**config.mk**
```make
export PLATFORM = sky130hd
export DESIGN_NAME = m_fetch_queue
export DESIGN_NICKNAME = d
export VERILOG_FILES = /design/src/rtl/m_fetch_queue.sv
export SDC_FILE = /design/constraint.sdc
export NUM_CORES = 1
export LEC_CHECK = 0
export CAP_MARGIN = 20
export CELL_PAD_IN_SITES_DETAIL_PLACEMENT = 0
export CELL_PAD_IN_SITES_GLOBAL_PLACEMENT = 2
export CORE_MARGIN = 2
export CORE_UTILIZATION = 40
export CTS_CLUSTER_DIAMETER = 30
export DETAILED_ROUTE_END_ITERATION = 10
export PLACE_DENSITY = 0.84
export SYNTH_ARGS = -nofsm -noshare
export SYNTH_HDL_FRONTEND = slang
export SYNTH_SLANG_ARGS = --single-unit
```
**constraint.sdc**
```tcl
create_clock -name w_clk -period 2.67 [get_ports w_clk]
set_input_delay 0.4005 -clock w_clk [delete_from_list [all_inputs] [get_ports w_clk]]
set_output_delay 0.4005 -clock w_clk [all_outputs]
set_load 0.05 [all_outputs]
```
**src/rtl/m_fetch_queue.sv**
```systemverilog
// m_fetch_queue: prefetching IF stage feeding a small instruction FIFO in front of ID
module m_fetch_queue #(
   parameter int DEPTH = 4,
   parameter int AW = 11,
   parameter int DW = 32
) (
   input  logic          w_clk,
   input  logic          w_rst_n,
   output logic [AW-1:0] w_imem_addr,
   input  logic [DW-1:0] w_imem_data,
   input  logic          w_pre,
   input  logic          w_pr,
   input  logic [AW-1:0] w_pdst,
   input  logic          w_redirect,
   input  logic [AW-1:0] w_redirect_pc,
   input  logic          w_halt,
   input  logic          w_id_ready,
   output logic          w_ir_valid,
   output logic [DW-1:0] w_ir,
   output logic [AW-1:0] w_ir_pc,
   output logic [AW-1:0] w_ir_pc4,
   output logic          w_ir_pr
);
   localparam int PW = $clog2(DEPTH);
   localparam int CW = PW + 1;
   logic [AW-1:0]    r_fpc, r_fl_pc;
   logic             r_fl_v, r_fl_pr;
   logic [PW-1:0]    r_head, r_tail;
   logic [CW-1:0]    r_count, occ;
   logic [DW-1:0]    q_ir [DEPTH];
   logic [AW-1:0]    q_pc [DEPTH];
   logic [DEPTH-1:0] q_pr;
   logic             taken, fire, push, pop;
   assign occ = r_count + CW'(r_fl_v);
   assign taken = w_pre && w_pr;
   assign fire = !w_halt && !w_redirect && occ < CW'(DEPTH);
   assign push = r_fl_v && !w_redirect;
   assign pop = w_ir_valid && w_id_ready && !w_redirect;
   assign w_imem_addr = r_fpc;
   assign w_ir_valid = r_count != '0;
   assign w_ir = w_ir_valid ? q_ir[r_head] : DW'(32'h20);
   assign w_ir_pc = w_ir_valid ? q_pc[r_head] : '0;
   assign w_ir_pc4 = w_ir_valid ? q_pc[r_head] + AW'(1) : '0;
   assign w_ir_pr = w_ir_valid && q_pr[r_head];
   // fetch PC and the single in-flight slot (a queue slot is reserved when a fetch issues)
   always_ff @(posedge w_clk or negedge w_rst_n)
      if (!w_rst_n) begin
         r_fpc <= '0;
         r_fl_v <= 1'b0;
         r_fl_pc <= '0;
         r_fl_pr <= 1'b0;
      end else begin
         r_fl_v <= fire;
         r_fpc <= w_redirect ? w_redirect_pc : fire ? (taken ? w_pdst : r_fpc + AW'(1)) : r_fpc;
         if (fire) begin
            r_fl_pc <= r_fpc;
            r_fl_pr <= taken;
         end
      end
   // queue pointers and occupancy; redirect flushes everything
   always_ff @(posedge w_clk or negedge w_rst_n)
      if (!w_rst_n) begin
         r_head <= '0;
         r_tail <= '0;
         r_count <= '0;
      end else if (w_redirect) begin
         r_head <= '0;
         r_tail <= '0;
         r_count <= '0;
      end else begin
         if (push) r_tail <= r_tail + PW'(1);
         if (pop) r_head <= r_head + PW'(1);
         r_count <= r_count + CW'(push) - CW'(pop);
      end
   // queue storage, qualified by occupancy so it needs no reset
   always_ff @(posedge w_clk)
      if (push) begin
         q_ir[r_tail] <= w_imem_data;
         q_pc[r_tail] <= r_fl_pc;
         q_pr[r_tail] <= r_fl_pr;
      end
endmodule

```
Word-level counts from Yosys, hierarchy flattened
Memory sizes are Yosys's and may differ from the RTL's.
Index checks and enable logic that the tools add are counted.
- flip-flop bits (word level): 35
- bits in writable memories: 172
- input bits: 61
- output and inout port bits: 67
- logic and storage cells: 53
- memories: 2
- add/sub/neg operators: 7
- order comparisons: 4
- muxes and demuxes: 18
- reduce and logical (&&, ||, !) cells: 14
- memories (name ; words ; width ; read ports ; clocked after Yosys merged registers in ; write ports ; RTL line ; source):
    q_ir ; 4 ; 32 ; 1 ; 0 ; 1 ; 30 ; logic [DW-1:0] q_ir [DEPTH];
    q_pc ; 4 ; 11 ; 1 ; 0 ; 1 ; 31 ; logic [AW-1:0] q_pc [DEPTH];
- operators by type and width (operator ; number):
    $mux W11 ; 5
    $mux W32 ; 1
    $add A11 B1 Y11 const B ; 2
    $logic_and A1 B1 Y1 ; 8
    $mux W2 ; 4
    $add A3 B1 Y3 ; 2
    $lt A2 B3 Y1 const B ; 2
    $reduce_bool A2 Y1 ; 3
    $add A2 B1 Y2 const B ; 2
    $bwmux W4 ; 1
    $mux W1 ; 4
    $lt A3 B3 Y1 const B ; 1
    $mux W3 ; 1
    $reduce_bool A3 Y1 ; 1
    $sub A3 B1 Y3 ; 1
    $bmux W1 S2 ; 1
    $demux W1 S2 ; 1
    $ge A2 B1 Y1 const B ; 1
    $logic_not A1 Y1 ; 2

Depth between registers and ports, before layout
- depth in word-level cells: 5
- mapped depth: 12
- mapped depth without buffers: 12

Least setup slack after synthesis
No wires, ideal clock.
- kind: register to output
- start point: register r_head[0]
- end point: output w_ir_pc4[8]
- arrival: 2303 ps
- required time: 2270 ps
- slack: -33 ps
- stages on the path, launching flop included: 7
- buffers on the path: 1
- cell sequence: dfrtp_1 buf_6 mux4_2 ha_1 nand4_2 or3_1 a21oi_1
- longest elaborated chain between the ends: 3
- ends and longest elaborated chain (what ; RTL line ; source):
    from (decl) ; 28 ; logic [PW-1:0] r_head, r_tail;
    from (signal assigned) ; 72 ; if (pop) r_head <= r_head + PW'(1);
    $mem_v2 Z4 W11 ; - ;
    $add A11 B1 Y11 ; 43 ; assign w_ir_pc4 = w_ir_valid ? q_pc[r_head] + AW'(1) : '0;
    $mux W11 ; 43 ;
    to (decl) ; 21 ; output logic [AW-1:0] w_ir_pc4,
No other way between the ends.

Worst setup path in the final report
- start point: register r_head[0]
- end point: output w_ir_pc4[6]
Same word-level chain as after synthesis.

==> metrics.md <==
| Metric | Value |
|---|---|
| Critical-path cell list | buf_6 > mux4_2 > nand4_4 > buf_4 > or3_4 > a21oi_4 > buf_12 |
| Core Util, Final | 0.577 |
| Fin Setup TNS | -5100 ps |
| Worst reg2reg path depth | 12 |
| Critical Path AT | 2570 ps |
| Sink Count | 207 |
| WP buf/inv | 3 |
| Htree depth | 2 |
| EDFF count, synth | 176 |
| Global-route wire length before repair | 28200 µm |
| FF-to-FF Start | r_count[2]$_DFF_PN0_ |
| Boundary Pins | 128 |
| Clk pin slew, worst setup/hold paths | 50 ps |
| Clk network pwr share | 0.321 |
| Top cell type's share of synthesized area | 0.617 |
| MaxCap Viol Count | 0 |
| Syn Nets | 556 |
| CTS root buffer | clkbuf_16 |
| Chip Height | 150 µm |
| Failing checks | setup timing |
| Global route total overflow | 0 |
| Final WS setup | -303 ps |
| Register bit total from synthesis | 207 |
| Final hold violations | 0 |
| Pwr Density | 1140 nW/µm² |
| Setup Viol. Count Final | 42 |
| Leading area contributor after synthesis | edfxtp_1 |
| Syn Inst Count | 486 |
| Worst reg2reg path endpoint | r_count[2]$_DFF_PN0_ |
| Die width | 150 µm |
| Largest net degree at the start of global routing | 45 |
| Maximum vdd drop | 0.000519 V |
| Synth unique cells | 43 |
| Num CTS Buffers | 36 |
| Final net count | 745 |
| All-layer global routing usage | 0.163 |
| Setup crit end kind | output pin |
| Row cnt | 53 |
| Post-Route WL | 18200 µm |
| Fillers | 1636 |
| Critical Path RT | 2270 ps |
| Mean Syn Cell Area | 17.6 µm² |
| Core area | 21000 µm² |
| CP max stage cell | dfrtp_4 |
| DRT Pass-1 Iters | 4 |
| Critical path peak fanout | 7 |
| Global placement routability congestion | 0.744 |
| Starting density of the core | 0.408 |
| Sw Share | 0.337 |
| Ys flop type | edfxtp_1 |
| Synth async-reset ratio | 0.150 |
| Layout cell share with drive strength beyond 1 | 0.394 |
| Max stage delay on crit path | 550 ps |
| Dpl cell area | 10300 µm² |
| # hold bufs at CTS | 0 |
| Internal power | 0.00918 W |
| CTS max path bufs | 3 |
| Post-route minimum period | 2970 ps |
| R2R setup slack | 340 ps |
| Fin area | 12100 µm² |
| Status | complete, but fails checks |
| Worst slew pin tran | 706 ps |
| Antenna diodes | 0 |
| DRC | 0 |
| Mapped Area | 8570 µm² |
| Crit start category | register |
| Worst hold-check path type | in2async |
| Setup CP Type | reg2out |
| Antenna-violating nets left | 0 |
| RSZ-0062 raised after global routing | yes |
| Worst Skew | 12.5 ps |
| Vias/cell | 5.11 |
| Synth top area cells | edfxtp_1 (62%), mux4_2 (12%), dfrtp_1 (9.1%), and2_1 (3.4%), mux2_2 (1.6%) |
| Max transition margin | 0.529 |
| Synth Warn # | 0 |
| Port bufs | 127 |
| Detailed Place HPWL | 10700 µm |
| Worst path top cell family by delay | flip-flops |
| DR iter-0 viols | 277 |
| CTS tree | done |
| Vias in the first global route | 5233 |
| Full die area | 22600 µm² |
| Sequential power share | 0.297 |
| Post-synthesis sequential area ratio | 0.707 |
| Area delta synth->final | 41.6% |
| Comb power frac | 0.382 |
| Initial antenna violation count | 0 |
| WL per Instance | 18.6 µm |
| Static leakage | 4.35 nW |
| DR vias | 4994 |
| Max Clk Rate | 336 MHz |
| Slew Limit Fails | 0 |
| Clk_lat worst skew | 500 ps |
| Tcrit/Tclk final | 1.11 |
| NetSw | 0.00466 W |
## cell families (layout without fill, tap and decap cells)
logic type,count (synthesis),count (layout),share of synthesized area
AOI/OAI and AO/OA,33,33,0.0285
xor gates and xnor gates,10,10,0.0102
adders and majority gates,9,9,0.0140
buffers and inverters,33,250,0.0185
DFF,207,207,0.707
muxes,62,62,0.139
and+or+nand+nor,132,132,0.0829
## flip-flops by register name (all words and copies together), names as in the netlist, 2 cells and up
name,count
q_ir,128
q_pc,44
r_fl_pc,11
w_imem_addr,11
q_pr,4
r_count,3
r_head,2
r_tail,2
## layer usage
metal,global-route usage,vias up,part of all wire
met5,0,-,0
li1,-,2294,-
met3,0.0418,26,0.066
met1,0.213,2512,0.43
met2,0.273,162,0.49
met4,0.0439,0,0.014
## power by group through the flow
stage	logic, W	clock network [W]	registers, W
2_1_floorplan	0.00285	0	0.00417
3_5_place_dp	0.00431	0	0.00419
3_3_place_gp	0.00428	0	0.00416
4_1_cts	0.00466	0.00453	0.00411
5_1_grt	0.00558	0.00466	0.00415
6_report	0.00529	0.00444	0.00411
## area by class of cell
class | instances | area, µm² | area share
clock buffer | 41 | 951 | 0.0783
clock inverter | 25 | 249 | 0.0205
inverter | 10 | 37.5 | 0.00309
multi-input combinational | 246 | 2560 | 0.211
sequential | 207 | 6070 | 0.500
tap | 275 | 344 | 0.0283
timing repair buffer | 174 | 1930 | 0.159
## cells in the final DEF, fill, tap and decap left out, types with 3 or more instances in the layout
cell type and count:
nand3b_1 3, bufinv_16 4, buf_8 7, nor3_2 4
buf_4 37, clkinv_1 5, buf_12 15, nand2_1 22
mux2i_1 5, inv_1 9, xor2_1 4, a311oi_1 3
and2_2 4, or3_1 3, clkinv_2 7, clkinvlp_4 3
inv_6 4, clkdlybuf4s50_1 71, mux4_2 44, and2_1 14
mux2_2 11, ha_1 7, edfxtp_1 176, clkbuf_16 39
xnor2_1 4, and2_4 29, o221ai_1 5, nor2_1 20
buf_6 41, clkbuf_1 3, nor2b_1 5, nor2_2 3
o21ai_0 8, a221o_1 4, nand3_1 7, dfrtp_1 29
## Yosys cell counts, drive strengths merged, types with 2 or more instances
library cell,number
and2,47
clkbuf,12
nor2b,5
xnor2,5
mux2i,5
a21oi,4
or4,2
o221ai,5
or3,5
xor2,5
o311ai,2
inv,10
nand3,10
a221o,4
o31a,2
nand3b,3
nor3,6
nor2,23
nand2,23
mux4,44
edfxtp,176
o31ai,2
a311oi,3
mux2,13
ha,8
dfrtp,31
nor4,2
nand4,3
buf,11
o21ai,9
## repair_timing
item | 4_1_cts | 5_1_grt
resized for setup | 30 | 89
pin swaps | 6 | 8
cloned | 1 | 1
endpoints found under the setup margin | 44 | 48
setup buffers | 11 | 12
## stage by stage
step / hold slack, ps / setup slack [ps] / total power, W / std cells
detailed placement: 504 / 78.8 / 0.00849 / 887
finish: 309 / -303 / 0.0138 / 978
global route: 348 / -391 / 0.0144 / 978
global placement: 491 / 73.4 / 0.00844 / 887
floorplan: 105 / 82.2 / 0.00702 / 486
CTS: 321 / -302 / 0.0133 / 965
## worst max path at each step
stage                                from      endpoint  slack, ps  depth (start not counted)
CTS                 r_head[0]$_DFFE_PN0P_   w_ir_pc4[6]       -300                          6
detailed placement  r_head[0]$_DFFE_PN0P_  w_ir_pc4[10]         80                          7
global route        r_head[0]$_DFFE_PN0P_   w_ir_pc4[6]       -390                          7
floorplan           r_head[0]$_DFFE_PN0P_   w_ir_pc4[9]         80                          6
finish              r_head[0]$_DFFE_PN0P_   w_ir_pc4[6]       -300                          7
global placement    r_head[0]$_DFFE_PN0P_  w_ir_pc4[10]         70                          7
(Power assumes the default switching activity.)
==> edit 1, RTL diff (same settings) <==
`DW`: 32 -> 64.
--- a/src/rtl/m_fetch_queue.sv
+++ b/src/rtl/m_fetch_queue.sv
@@ -4,3 +4,3 @@
    parameter int AW = 11,
-   parameter int DW = 32
+   parameter int DW = 64
 ) (
Ports: changed (resized w_imem_data and w_ir); port bits go from 128 to 192. No check against the original RTL was run, so the function may have changed too.
==> edit 1 against the original RTL <==
The flow still finishes with violations (negative setup slack); non-clock buffer count rose by 58; sequential cell count grew 128; design area is 55% higher; wire length is 60% higher; synthesized area grew 56%; sequential share of layout area up 2.9 points; critical endpoint is now w_ir_pc4[8]; clock power is 68% higher; power rose by 55%; clock skew down 0.00096 ns; worst setup slack worse by 0.087 ns; die area rose by 55%; sequential power up 54%.
==> edit 1: results (changes against the original RTL) <==
run_status:
  status: "complete, but fails checks"
  violations: "negative setup slack"
sta:
  tightest_slew_ns: 0.552  # -0.154 ns
  skew_ns: 0.0116  # -0.000958 ns
  setup_tns_ns: -13.52  # -8.42 ns
  fin_ws_ns: -0.391  # -0.0874 ns
  setup_viol_count_final: 75  # +79%
setup_path:
  cp_max_fo: 6  # -1
  cp.arrival_ns: 2.66  # +0.09 ns
synthesis:
  ys_seq_area_frac: 0.739  # +0.0319
  synth-edff-count: 304  # +73%
  synth_common_cells: "edfxtp_1 (304), and2_1 (79), mux4_2 (74), nand2_1 (55), dfrtp_1 (31)"
  ys_warn_count: 0  # unchanged
  synth_area_leaders: "edfxtp_1 (68%), mux4_2 (12%), dfrtp_1 (5.8%)"
  synth.distinct_cells: 45  # +4.7%
  synth_nets: 816  # +47%
  synthArstFlopShare: 0.0925  # -0.0572
global_routing:
  grt_util_all_layers: 0.163  # -0.000304
  grt_start_max_net_pins: 52  # +16%
  grt_use_met1: 0.213  # +0.000578
  busiest_layer: "met2"
  use_met2: 0.263  # -0.00985
  antenna_found_initial: 2  # +2
  grt_pass1_vias: 7681  # +47%
  met3_usage: 0.0525  # +0.0107
place:
  place_ws_ns: 0.0703  # -0.00847 ns
  port_buffers: 191  # +50%
  gp_congestion: 0.778  # +4.7%
  placed_cell_area_um2: 16100  # +57%
pwr:
  vdd_drop_max_mv: 0.553  # +6.5%
  power.internal_mw: 14.3  # +55%
  total_leakage_power_nw: 6.56  # +51%
detailed_routing:
  via_count: 7332  # +47%
  wire_per_inst_um: 19.8  # +6.1%
  dr.pass1.iters: 5  # +1
final_layout:
  top_regs: "q_ir: 256 flops, q_pc: 44 flops"
  drive_gt1_frac: 0.363  # -0.0313
  finalNetCount: 1072  # +44%
  fillCellCount: 2544  # +56%
cts:
  clock_latency_ns: 0.57  # +0.07 ns
  cts_made_buffers: 59  # +64%
  postCtsSetupBuffers: 2  # -9
  ctsResizeCount: 20  # -33%
-- edit 1: changes by cell type in the layout (fill, tap and decap cells not counted), sizes merged, moves of 9 or more --
cell | before | now
and2 | 47 | 79
buf | 101 | 123
clkbuf | 43 | 67
clkdlybuf4s50 | 71 | 103
clkinv | 14 | 24
edfxtp | 176 | 304
inv | 14 | 23
mux2 | 13 | 3
mux4 | 44 | 76
nand2 | 23 | 55
-- edit 1: area by class of cell --
class | count | share of cell area
clock inverter | 49 | 0.0300
tap | 448 | 0.0299
multi-input combinational | 330 | 0.184
antenna | 2 | 0.000267
clock buffer | 62 | 0.0793
timing repair buffer | 232 | 0.146
inverter | 12 | 0.00240
sequential | 335 | 0.528
-- edit 1: final timing paths --
kind,end,slack [ns],from
setup / recovery,w_ir_pc4[8],-0.39,r_head[0]$_DFFE_PN0P_
hold / removal,w_imem_addr[1]$_DFFE_PN0P_,0.24,w_rst_n
min in group w_clk,w_imem_addr[1]$_DFFE_PN0P_,0.43,w_redirect_pc[1]
setup reg to reg,r_count[2]$_DFF_PN0_,0.36,r_count[2]$_DFF_PN0_
hold reg to reg,q_pc[3][6]$_DFFE_PP_,0.51,r_fl_pc[6]$_DFFE_PN0P_
max in group asynchronous,r_head[1]$_DFFE_PN0P_,2.07,w_rst_n
-- edit 1: per-stage QoR --
stage	std cells	utilization
2_1_floorplan	714	-
3_3_place_gp	1342	0.484
3_5_place_dp	1342	0.484
4_1_cts	1456	0.549
5_1_grt	1468	0.563
6_report	1470	0.564
-- edit 1: routing by layer --
metal | part of all wire | up-vias | routed length (µm)
li1 | - | 3348 | -
met1 | 0.42 | 3689 | 12300
met2 | 0.48 | 254 | 13900
met3 | 0.083 | 39 | 2400
met4 | 0.014 | 2 | 397
met5 | 0.00055 | - | 16
-- edit 1: power groups by stage --
stage,registers [mW],logic (mW),clock network [mW]
after global routing,6.37,8.01,7.89
final,6.33,7.60,7.48
after CTS,6.33,6.92,7.61
after floorplan,6.44,4.26,0
after global placement,6.41,6.70,0
after detailed placement,6.43,6.70,0
-- edit 1: kinds of logic (layout without fill, tap and decap cells) --
| logic type | count (synthesis) | in the layout | synth area share |
|---|---|---|---|
| adder cells (fa/ha/maj) | 9 | 9 | 0.00896 |
| XOR/XNOR | 10 | 10 | 0.00654 |
| buffers and inverters | 49 | 355 | 0.0176 |
| AND/OR/NAND/NOR | 194 | 194 | 0.0755 |
| AO/OA/AOI/OAI | 33 | 33 | 0.0176 |
| multiplexers | 84 | 84 | 0.135 |
| flip-flops | 335 | 335 | 0.739 |
| other | 0 | 2 | 0 |
-- edit 1: worst max-delay path: cells and delay by family, from the launching register on --
family          cells  cell delay [ns]
flops               1             0.54
simple gates        2             0.47
mux                 1             0.41
buf+inv             2             0.35
compound gates      1             0.17
fa+ha+maj           1             0.15
==> edit 2, RTL diff (same flow settings) <==
Made on the original files. Reset style: synchronous (`w_rst_n`), changed in 2 clocked blocks.
--- a/src/rtl/m_fetch_queue.sv
+++ b/src/rtl/m_fetch_queue.sv
@@ -45,3 +45,3 @@
    // fetch PC and the single in-flight slot (a queue slot is reserved when a fetch issues)
-   always_ff @(posedge w_clk or negedge w_rst_n)
+   always_ff @(posedge w_clk)
       if (!w_rst_n) begin
@@ -60,3 +60,3 @@
    // queue pointers and occupancy; redirect flushes everything
-   always_ff @(posedge w_clk or negedge w_rst_n)
+   always_ff @(posedge w_clk)
       if (!w_rst_n) begin
Formal check against the unedited RTL: differs if w_rst_n is asserted again (counterexample within 4 cycles, from zero or initial values and one cycle with w_rst_n low); with w_rst_n held inactive, the same outputs for 4 cycles.
==> edit 2 against the original RTL <==
Critical path type unchanged; the run still ends with negative setup slack left; wire length is 3.5% lower; synthesized cell count is 5.8% higher; count of clock-buffer cells in the layout stayed put; design area is 3.1% lower; worst setup slack better by 0.17 ns; sequential cell count is 2 higher; critical path depth stayed put; final cell count is 1.5% higher; synthesized area is 0.39% lower; critical endpoint is now w_ir_pc4[5]; first-iteration DRC count is 16% lower.
Power is not compared: it rests on default switching activity, and its combinational part moved more than twofold at a synthesized area within 25%.
==> edit 2: results (changes against the original RTL) <==
final_layout:
  finalNetCount: 758  # +1.7%
  nonClkBufAreaFrac: 0.146  # -0.0130
  clkCellAreaFrac: 0.106  # +0.00747
  fillCellCount: 1670  # +2.1%
  seq_cells: 209  # +0.97%
  buffers: 160  # -8.0%
  sh_seq_area: 0.506  # +0.00664
  nMultiInputCombCells: 271  # +10%
  nNonClkInverters: 8  # -2
  drive_gt1_frac: 0.299  # -0.0946
detailed_routing:
  vias_per_cell: 4.97  # -2.6%
  drt_iter0_drc: 233  # -16%
  dr.pass1.iters: 4  # unchanged
  wl_met2_um: 8530  # -4.7%
  wl_um: 17600  # -3.5%
  wl_met1_um: 7550  # -3.2%
  met3WireLength_um: 1190  # -0.83%
  wire_per_inst_um: 17.7  # -5.0%
place:
  gp_congestion: 0.777  # +4.5%
  hpwl_um: 10800  # +0.22%
  placed_cells: 907  # +2.3%
global_routing:
  grt-ovfl-total: 0  # unchanged
  grt_util_all_layers: 0.159  # -0.00399
  use_met2: 0.265  # -0.00743
  grt_use_met1: 0.202  # -0.0104
  grt_first_pass_wirelength_um: 27600  # -2.1%
  met3_usage: 0.0454  # +0.00361
  grt_pass1_vias: 5303  # +1.3%
  antenna_found_initial: 0  # unchanged
  grt_start_max_net_pins: 57  # +27%
sta:
  setup_tns_ns: -0.956  # +4.15 ns
  relSlewSlack: 0.533  # +0.00404
  skew_ns: 0.0237  # +0.0112 ns
  setup_viol_count_final: 22  # -48%
  fin_ws_ns: -0.130  # +0.173 ns
synthesis:
  synth_common_cells: "edfxtp_1 (176), nor2b_1 (50), mux4_2 (41), nand2_1 (35), dfxtp_1 (33)"
  synth_nets: 584  # +5.0%
  synth_area_leaders: "edfxtp_1 (62%), mux4_2 (11%), dfxtp_1 (7.7%)"
  synthArstFlopShare: 0  # -0.150
  ys_warn_count: 0  # unchanged
  postSynthAreaPerCell_um2: 16.6  # -5.8%
run_status:
  violations: "negative setup slack"
  status: "complete, but fails checks"
worst_hold_path:
  hold_class: "reg2reg"
cts:
  cts_made_buffers: 38  # +5.6%
setup_path:
  cp.arrival_ns: 2.40  # -0.17 ns
  crit_path_top_delay_cell: "mux4_2"
pwr:
  seq-power_mw: 3.60
-- edit 2: cell types whose count changed in the layout (fill, tap and decap cells not counted), sizes merged, moves of 14 or more --
cell / change
and2: -40
a21boi: +14
dfxtp: +33
dfrtp: -31
nor2b: +45
-- edit 2: logic make-up (layout without fill, tap and decap cells) --
group | count (synthesis) | after routing | synth area share
AO/OA/AOI/OAI | 47 | 47 | 0.0391
XOR/XNOR | 22 | 22 | 0.0226
adder cells (fa/ha/maj) | 9 | 9 | 0.0141
buffers and inverters | 34 | 238 | 0.0188
flip-flops | 209 | 209 | 0.697
multiplexers | 45 | 45 | 0.119
AND/OR/NAND/NOR | 148 | 148 | 0.0903
-- edit 2: final timing paths --
path	end	from	cells past startpoint	slack, ns
max	w_ir_pc4[5]	flop	7	-0.13
min	q_pc[1][5]$_DFFE_PP_	r_fl_pc[5]$_SDFFE_PN0P_	0	0.50
max reg2reg	r_count[2]$_SDFF_PP0_	r_count[1]$_SDFF_PP0_	10	0.43
min reg2reg	q_pc[1][5]$_DFFE_PP_	r_fl_pc[5]$_SDFFE_PN0P_	0	0.50
-- edit 2: what timing repair did --
item,4_1_cts,5_1_grt
cloned,1,0
setup buffers,15,0
pin swaps,10,2
gates resized for setup,26,10
endpoints found under the setup margin,43,43
-- edit 2: metrics by stage --
stage	setup WS (ns)	instance area (µm²)	utilization
6_report	-0.130	11800	0.561
4_1_cts	-0.181	11700	0.559
2_1_floorplan	0.0281	8540	-
3_5_place_dp	0.0692	10200	0.489
3_3_place_gp	0.214	10200	0.489
5_1_grt	-0.257	11800	0.561
